## config.mk

```make
export PLATFORM = sky130hd
export DESIGN_NAME = regbank_arbiter
export DESIGN_NICKNAME = d
export VERILOG_FILES = /design/src/rtl/regbank_arbiter.sv
export SDC_FILE = /design/constraint.sdc
export NUM_CORES = 1
export LEC_CHECK = 0
export ABC_AREA = 1
export BUFFER_PORTS_ARGS = -buffer_cell sky130_fd_sc_hd__buf_2
export CAP_MARGIN = 40
export CORE_ASPECT_RATIO = 1.2
export CORE_MARGIN = 3
export CORE_UTILIZATION = 25
export DETAILED_ROUTE_END_ITERATION = 8
export PLACE_DENSITY = 0.47
export SETUP_SLACK_MARGIN = 0.05
export SYNTH_ARGS = -nofsm -noshare
export SYNTH_HDL_FRONTEND = slang
export SYNTH_SLANG_ARGS = --single-unit
```

## constraint.sdc

```tcl
create_clock -name clk -period 7.6 [get_ports clk]
set_clock_uncertainty 0.05 [all_clocks]
set_input_delay 0.76 -clock clk [delete_from_list [all_inputs] [get_ports clk]]
set_output_delay 0.76 -clock clk [all_outputs]
set_load 0.02 [all_outputs]
```

## src/rtl/regbank_arbiter.sv

```systemverilog
// Round-robin arbiter/sequencer giving requesters A and B serialised write/read
// access to a shared 2**ADDR_W x DATA_W register bank; every access is IDLE -> EXEC -> RESP.
module regbank_arbiter #(
   parameter int DATA_W = 32,
   parameter int ADDR_W = 2
) (
   input  logic              clk,
   input  logic              reset,
   input  logic              a_req,
   input  logic              a_we,
   input  logic [ADDR_W-1:0] a_addr,
   input  logic [1:0]        a_mode,
   input  logic [DATA_W-1:0] a_wdata,
   output logic              a_done,
   output logic [DATA_W-1:0] a_rdata,
   input  logic              b_req,
   input  logic              b_we,
   input  logic [ADDR_W-1:0] b_addr,
   input  logic [1:0]        b_mode,
   input  logic [DATA_W-1:0] b_wdata,
   output logic              b_done,
   output logic [DATA_W-1:0] b_rdata,
   output logic              busy,
   output logic              last_grant
);

   localparam int DEPTH = 2 ** ADDR_W;

   typedef enum logic [1:0] {
      IDLE = 2'd0,
      EXEC = 2'd1,
      RESP = 2'd2
   } state_t;

   state_t              r_state;
   state_t              w_next_state;

   logic                r_we;
   logic [ADDR_W-1:0]   r_addr;
   logic [1:0]          r_mode;
   logic [DATA_W-1:0]   r_wdata;
   logic                r_winner;
   logic                r_last_grant;
   logic                r_a_done;
   logic                r_b_done;
   logic [DATA_W-1:0]   r_a_rdata;
   logic [DATA_W-1:0]   r_b_rdata;
   logic [DATA_W-1:0]   r_bank [DEPTH];

   logic                w_grant_a;
   logic                w_grant_b;
   logic [DATA_W-1:0]   w_scaled;
   logic [DATA_W-1:0]   w_result;

   // On contention the requester that was not served last wins.
   always_comb begin
      w_grant_a = 1'b0;
      w_grant_b = 1'b0;
      if (a_req && b_req) begin
         w_grant_a = r_last_grant;
         w_grant_b = ~r_last_grant;
      end else begin
         w_grant_a = a_req;
         w_grant_b = b_req;
      end
   end

   always_comb begin
      w_scaled = '0;
      case (r_mode)
         2'b00:   w_scaled = r_wdata;
         2'b01:   w_scaled = r_wdata >> 1;
         2'b10:   w_scaled = r_wdata >> 2;
         default: w_scaled = '0;
      endcase
   end

   assign w_result = r_we ? w_scaled : r_bank[r_addr];

   always_comb begin
      w_next_state = r_state;
      case (r_state)
         IDLE:    if (a_req || b_req) w_next_state = EXEC;
         EXEC:    w_next_state = RESP;
         RESP:    w_next_state = IDLE;
         default: w_next_state = IDLE;
      endcase
   end

   always_ff @(posedge clk or posedge reset) begin
      if (reset) r_state <= IDLE;
      else       r_state <= w_next_state;
   end

   always_ff @(posedge clk or posedge reset) begin
      if (reset) begin
         r_we         <= 1'b0;
         r_addr       <= '0;
         r_mode       <= '0;
         r_wdata      <= '0;
         r_winner     <= 1'b0;
         r_last_grant <= 1'b1;
         r_a_done     <= 1'b0;
         r_b_done     <= 1'b0;
         r_a_rdata    <= '0;
         r_b_rdata    <= '0;
         // NOTE: the bank sits inside the reset branch on purpose: reset must clear every entry, so it is built from flops, not a RAM macro.
         for (int i = 0; i < DEPTH; i++) r_bank[i] <= '0;
      end else begin
         r_a_done <= 1'b0;
         r_b_done <= 1'b0;
         case (r_state)
            IDLE: begin
               if (w_grant_a || w_grant_b) begin
                  r_winner     <= w_grant_b;
                  r_last_grant <= w_grant_b;
                  r_we         <= w_grant_b ? b_we    : a_we;
                  r_addr       <= w_grant_b ? b_addr  : a_addr;
                  r_mode       <= w_grant_b ? b_mode  : a_mode;
                  r_wdata      <= w_grant_b ? b_wdata : a_wdata;
               end
            end
            EXEC: begin
               if (r_we) r_bank[r_addr] <= w_scaled;
               if (r_winner) r_b_rdata <= w_result;
               else          r_a_rdata <= w_result;
               r_a_done <= ~r_winner;
               r_b_done <= r_winner;
            end
            default: ;
         endcase
      end
   end

   assign a_done     = r_a_done;
   assign b_done     = r_b_done;
   assign a_rdata    = r_a_rdata;
   assign b_rdata    = r_b_rdata;
   assign busy       = (r_state != IDLE);
   assign last_grant = r_last_grant;

endmodule

```

==> results of run 1 <==
stage by stage:
stage,instance area (um2),worst slack [ns]
floorplan,11500,0.345
global placement,12600,3.52
detailed placement,12800,4.46
CTS,13800,4.48
global route,13800,4.22
finish,13800,4.51
worst paths after layout:
check	endpoint	slack, ns	depth (start not counted)	startpoint
max	r_bank[106]$_DFFE_PP0P_	4.51	6	r_addr[1]$_DFFE_PP0P_
min	r_bank[4]$_DFFE_PP0P_	0.14	2	reset
max reg2reg	r_bank[106]$_DFFE_PP0P_	4.51	6	r_addr[1]$_DFFE_PP0P_
min reg2reg	a_rdata[20]$_DFFE_PP0P_	0.42	2	a_rdata[20]$_DFFE_PP0P_
max in group asynchronous	r_wdata[17]$_DFFE_PP0P_	6.02	4	reset
min in group clk	r_wdata[10]$_DFFE_PP0P_	0.40	3	b_wdata[10]
layer usage:
| metal | vias up | GRT usage [%] | routed length, um |
|---|---|---|---|
| met5 | - | 0 | 0 |
| met4 | 0 | 4.70 | 947 |
| met3 | 57 | 2.05 | 1830 |
| met2 | 280 | 25.9 | 17900 |
| met1 | 5011 | 20.5 | 17200 |
| li1 | 5196 | - | - |
cells by family after synthesis:
kind of cell / Yosys count / share of synthesized area [%]
buffers and inverters: 122 / 4.73
AOI/OAI and AO/OA: 172 / 7.91
and+or+nand+nor: 1009 / 36.1
DFF: 235 / 51.3
cells in the mapped netlist (all sizes together):
cell	n	area share (%)
nand4	30	1.6
o21ai	131	5.7
nand3	188	8.2
dfrtp	234	51
a21oi	4	0.17
or2	1	0.055
nor2	50	2.0
inv	12	0.39
buf	57	2.6
dfstp	1	0.23
o22ai	5	0.27
clkbuf	53	1.7
a31oi	32	1.7
nand2	740	24
power groups by stage:
stage	Combinational (mW)	Clock, mW	Sequential [mW]
3_5_place_dp	3.01	0	2.19
4_1_cts	3.02	1.54	2.17
5_1_grt	3.36	1.59	2.24
6_report	2.98	1.50	2.17
2_1_floorplan	1.88	0	2.24
3_3_place_gp	2.93	0	2.18
worst reg2reg max path, stage by stage (launching register included):
cell and delay, ns:
dfrtp_1 0.37, buf_4 0.28, inv_2 0.63, nand2_1 0.59
nor2_4 0.86, nand2_1 0.14, nand2_1 0.11
flip-flops by register name, indices dropped and copies added (netlist names):
signal / flops
b_rdata: 32
r_addr: 2
a_rdata: 32
b_done: 1
r_winner: 1
a_done: 1
r_bank: 128
r_state: 2
r_we: 1
r_wdata: 32
last_grant: 1
r_mode: 2
layout make-up:
type	count	share of cell area, %
Sequential cell	235	42.5
Clock inverter	12	1.79
Multi-Input combinational cell	1181	36.6
Clock buffer	37	5.59
Inverter	12	0.380
Tap cell	609	5.51
Timing Repair Buffer	172	7.58
==> impl_metrics.json, run 1 <==
{
  "outcome": "finished clean",
  "cap_violations": 0,
  "post_cts_buffers": 0,
  "layout.cells.non_filler": 2258,
  "area_growth_pct": 20.5,
  "endpoint_kind": "flip-flop",
  "io_buffers": 145,
  "layout_commonest_cell": "nand2_1",
  "antenna_found_initial": 0,
  "antenna_left": 0,
  "timing.slew.headroom_pct": 39.7,
  "cts_max_level": 1,
  "grt-ovfl-total": 0,
  "max_freq_mhz": 324,
  "die_w_um": 202,
  "pwr-share-clk_pct": 22.6,
  "path_max_fanout": 35,
  "start_util_pct": 25.4,
  "filler_cell_count": 4962,
  "cts_buffer_depth": 3,
  "mostFrequentLayoutCells": "nand2_1 (738), dfrtp_1 (233), nand3_1 (188), buf_2 (145), o21ai_0 (131)",
  "row_count": 85,
  "synth_area_um2": 11500,
  "fin_crit_sh_pct": 40.6,
  "hold_class": "input pin to async pin",
  "cts_sinks": 235,
  "vias": 10500,
  "cts-resized-gates": 0,
  "drt_iter0_markers": 840,
  "startpoint_type": "flip-flop",
  "switching_power_mw": 3.07,
  "final.setup.tns_ns": 0,
  "grt_max_degree": 88,
  "ios": 146,
  "hold_buffers": 0,
  "hold_slack_ns": 0.143,
  "synth_warnings": 0,
  "path_clk_slew_ns": 0.06,
  "die_h_um": 241,
  "wl_per_cell_um": 16.8,
  "cts-root-buf": "clkbuf_16",
  "cp_slowest_cell": "nor2_4",
  "final_hold_viol_count": 0,
  "grt_use_total_pct": 15.3,
  "cp_top_family": "simple AND/OR/NAND/NOR gates",
  "core_um2": 45100,
  "syn_area_per_cell_um2": 7.46,
  "rsz0062_at_grt": "no",
  "irDropWorstVdd_mv": 0.304,
  "gp_congestion": 0.773,
  "pwr-share-seq_pct": 32.6,
  "drc": 0,
  "dieArea_um2": 48500,
  "crit_required_ns": 8.04,
  "totalPowerFinal_mw": 6.65,
  "tightest_slew_ns": 0.902,
  "cts_buffers": 27,
  "syn-num-nets": 1616,
  "finalSetupViolations": 0,
  "drv_slew": 0,
  "cellPowerDensity_nw_per_um2": 481,
  "arrival_ns": 3.53,
  "place_hpwl_mm": 25.5,
  "cpPeakStageDelay_ns": 0.85,
  "firstDrtPassIters": 5,
  "p_leak_nw": 7.06,
  "netSwitchingFraction_pct": 46.2,
  "cpMostUsedCell": "nand2_1",
  "intPower_mw": 3.57,
  "synth_cell_types": 20,
  "cts_tree": "built",
  "fin_crit_ns": 3.09,
  "final_layout_size_suffix_gt1_share_pct": 14.1,
  "crit_type": "flip-flop to flip-flop",
  "multi_input_comb_area_um2": 5060,
  "ys_ff_latch": 235,
  "vias_per_cell": 4.67,
  "path_cells": "buf_4 > inv_2 > nand2_1 > nor2_4 > nand2_1 > nand2_1",
  "final_nets": 1707,
  "grt_pass1_vias": 10200,
  "clk_latency_ns": 0.56,
  "fin_util_pct": 30.7,
  "syn_inst": 1538,
  "grt_pass1_wl_mm": 59.5,
  "regArea_um2": 5880,
  "placed_cells": 2209,
  "power_frac_comb_pct": 44.8,
  "antenna_cells": 0,
  "yosysSeqAreaShare_pct": 51.3,
  "wl_mm": 37.8,
  "path_buf_inv": 2
}
No activity file was read; power rests on OpenSTA's default activity.
==> run 2, diff against run 1 <==
ABC_AREA = 0   (was 1)
clock period = 2.76 ns   (was 7.6 ns; I/O delays follow)
==> run 2 against run 1 <==
  * Critical path depth is 2 lower
  * Combinational power grew to 2.6 times the previous value
  * Register-to-register slack worse by 3.9 ns
  * Routed wire length is 22% lower
  * Non-clock buffer count is 2 higher
  * Count of clock-buffer cells in the layout is 4 higher
  * Clock power is 120% higher
  * Worst hold slack worse by 0.094 ns
  * Sequential power grew to 2.9 times the previous value
  * Synthesized cell count is 43% lower
  * Critical path type unchanged
  * Largest cell class unchanged
==> impl_metrics.json, run 2 <==
{
  "synth_common_cells": "dfrtp_1 (234), mux2_2 (185), mux2i_1 (97)",
  "crit_type": "flip-flop to flip-flop",
  "ios": 146,
  "drt_iter0_markers": 311,
  "drc": 0,
  "grt_pass1_wl_mm": 47.1,
  "largest_reg_flops": 128,
  "vias_per_cell": 4.60,
  "die_w_um": 201,
  "pwr-share-clk_pct": 19.2,
  "tightest_slew_ns": 0.782,
  "io_buffers": 145,
  "synth_warnings": 0,
  "power_frac_comb_pct": 45.1,
  "post_cts_buffers": 0,
  "pwr-share-seq_pct": 35.7,
  "p_leak_nw": 6.40,
  "hold_class": "input pin to flip-flop",
  "mostFrequentLayoutCells": "dfrtp_1 (230), mux2_2 (185), buf_2 (145), mux2i_1 (97), nand2_1 (65)",
  "final_layout_size_suffix_gt1_share_pct": 39.8,
  "fin_crit_sh_pct": 78.8,
  "antenna_found_initial": 0,
  "endpoint_kind": "flip-flop",
  "yosysSeqAreaShare_pct": 51.8,
  "syn_inst": 880,
  "synth_cell_types": 37,
  "place_hpwl_mm": 20.0,
  "gp_congestion": 0.708,
  "switching_power_mw": 6.90,
  "path_clk_slew_ns": 0.06,
  "dieArea_um2": 48000,
  "antenna_cells": 0,
  "intPower_mw": 10.4,
  "startpoint_type": "flip-flop",
  "final_hold_viol_count": 0,
  "start_util_pct": 25.6,
  "irDropWorstVdd_mv": 0.366,
  "timing.slew.headroom_pct": 47.8,
  "top_register": "r_bank",
  "grt-ovfl-total": 0,
  "core_um2": 44400,
  "crit_required_ns": 3.13,
  "firstDrtPassIters": 4,
  "cts-root-buf": "clkbuf_16",
  "hold_slack_ns": 0.0490,
  "pre_cts_ws_ns": 0.569,
  "cts_buffer_depth": 3,
  "drv_slew": 0,
  "synth_top_area_share_pct": 51.5,
  "cts_tree": "built",
  "fin_crit_ns": 2.18,
  "vias": 7518,
  "synth_area_um2": 11400,
  "die_h_um": 240,
  "synth-main-ff-cell": "dfrtp_1",
  "synthArstFlopShare_pct": 100,
  "yosysTopAreaCell": "dfrtp_1",
  "max_freq_mhz": 460,
  "grt_pass1_vias": 7875,
  "synth.most_common_cell": "dfrtp_1",
  "grt_use_total_pct": 12.2,
  "syn-num-nets": 958,
  "grt_max_degree": 89,
  "row_count": 84,
  "final_nets": 1091,
  "netSwitchingFraction_pct": 39.8,
  "clk_latency_ns": 0.53,
  "syn_area_per_cell_um2": 12.9,
  "setup_slack_ns": 0.585,
  "cts_max_level": 1,
  "final.setup.tns_ns": 0,
  "wl_per_cell_um": 18.0,
  "rsz0062_at_grt": "no",
  "antenna_left": 0,
  "area_growth_pct": 20.1,
  "postLayoutCellArea_um2": 13600,
  "ys_ff_latch": 235,
  "finalSetupViolations": 0,
  "cts_buffers": 27,
  "wl_mm": 29.4,
  "placed_cell_area_um2": 12800,
  "cap_violations": 0,
  "netlist_top_cells_area": "dfrtp_1 (52%), mux2_2 (18%), mux2i_1 (8.5%), o31ai_1 (4.0%), o211a_1 (2.3%)",
  "cts_sinks": 235,
  "outcome": "finished clean",
  "arrival_ns": 2.54,
  "layout_commonest_cell": "dfrtp_1",
  "synth_enable_flop_cells": 0,
  "cellPowerDensity_nw_per_um2": 1270,
  "fin_util_pct": 30.8,
  "filler_cell_count": 4580,
  "path_max_fanout": 27
}
-- run 2: changes by cell type after synthesis, sizes merged, moves of 26 or more --
cell,previous run,this run
a31oi,32,5
mux2,0,198
nor2,50,7
a22o,0,26
mux2i,0,97
o21ai,131,29
nand3,188,0
nand2,740,65
o211a,0,26
o31ai,0,60
nand4,30,1
nand3b,0,29
-- run 2: per-stage QoR --
stage	power, mW	std cells
floorplan	11.8	880
global placement	14.1	1583
detailed placement	14.2	1583
CTS	17.7	1634
global route	18.7	1634
finish	17.3	1634
-- run 2: worst paths after layout --
| check | from | to | slack (ns) | cells after the start |
|---|---|---|---|---|
| worst max register to register | r_we$_DFFE_PP0P_ | r_bank[112]$_DFFE_PP0P_ | 0.58 | 4 |
| min in group asynchronous | reset | r_bank[5]$_DFFE_PP0P_ | 0.20 | 3 |
| worst min register to register | a_rdata[18]$_DFFE_PP0P_ | a_rdata[18]$_DFFE_PP0P_ | 0.42 | 2 |
| worst max-delay path | r_we$_DFFE_PP0P_ | r_bank[112]$_DFFE_PP0P_ | 0.58 | 4 |
| max in group asynchronous | reset | last_grant$_DFFE_PP1P_ | 1.72 | 4 |
| worst min-delay path | a_wdata[12] | r_wdata[12]$_DFFE_PP0P_ | 0.05 | 3 |
-- run 2: critical path: stages, from the launching register on --
cell and delay (ns):
dfrtp_2 0.61, inv_1 0.22, nor4b_4 0.33, buf_4 0.45, mux2_2 0.39
-- run 2: cell type report --
| type | count | area (um2) | share of cell area [%] |
|---|---|---|---|
| Sequential cell | 235 | 5890 | 43.2 |
| Multi-Input combinational cell | 568 | 5090 | 37.3 |
| Timing Repair Buffer | 174 | 1060 | 7.80 |
| Clock buffer | 41 | 778 | 5.71 |
| Tap cell | 602 | 753 | 5.52 |
| Clock inverter | 7 | 37.5 | 0.275 |
| Inverter | 7 | 30.0 | 0.220 |
-- run 2: timing repair --
item	4_1_cts	5_1_grt
resized for setup	0	0
hold buffers	3	0
hold endpoints to repair	104	0
-- run 2: cells by family (layout without fill, tap and decap cells) --
logic type / after synthesis / in the layout / share of synthesized area (%)
muxes: 297 / 297 / 28.6
DFF: 235 / 235 / 51.8
and+or+nand+nor: 114 / 114 / 5.29
buffers and inverters: 77 / 229 / 3.70
AOI/OAI and AO/OA: 157 / 157 / 10.7
-- run 2: power by group through the flow --
stage,registers (mW),logic [mW],clock network (mW)
2_1_floorplan,6.28,5.47,0
3_3_place_gp,6.26,7.88,0
3_5_place_dp,6.28,7.96,0
4_1_cts,6.23,8.00,3.47
5_1_grt,6.44,8.65,3.60
6_report,6.20,7.81,3.33
-- run 2: routing by layer --
metal  share of wire [%]  routed length, um  vias to the layer above  global-route usage, %
li1                    -                  -                     3533                      -
met1                  45              13400                     3849                   15.8
met2                  49              14400                      120                   21.3
met3                 4.5               1340                       16                   2.31
met4                 1.2                348                        0                   2.68
met5                   0                  0                        -                      0
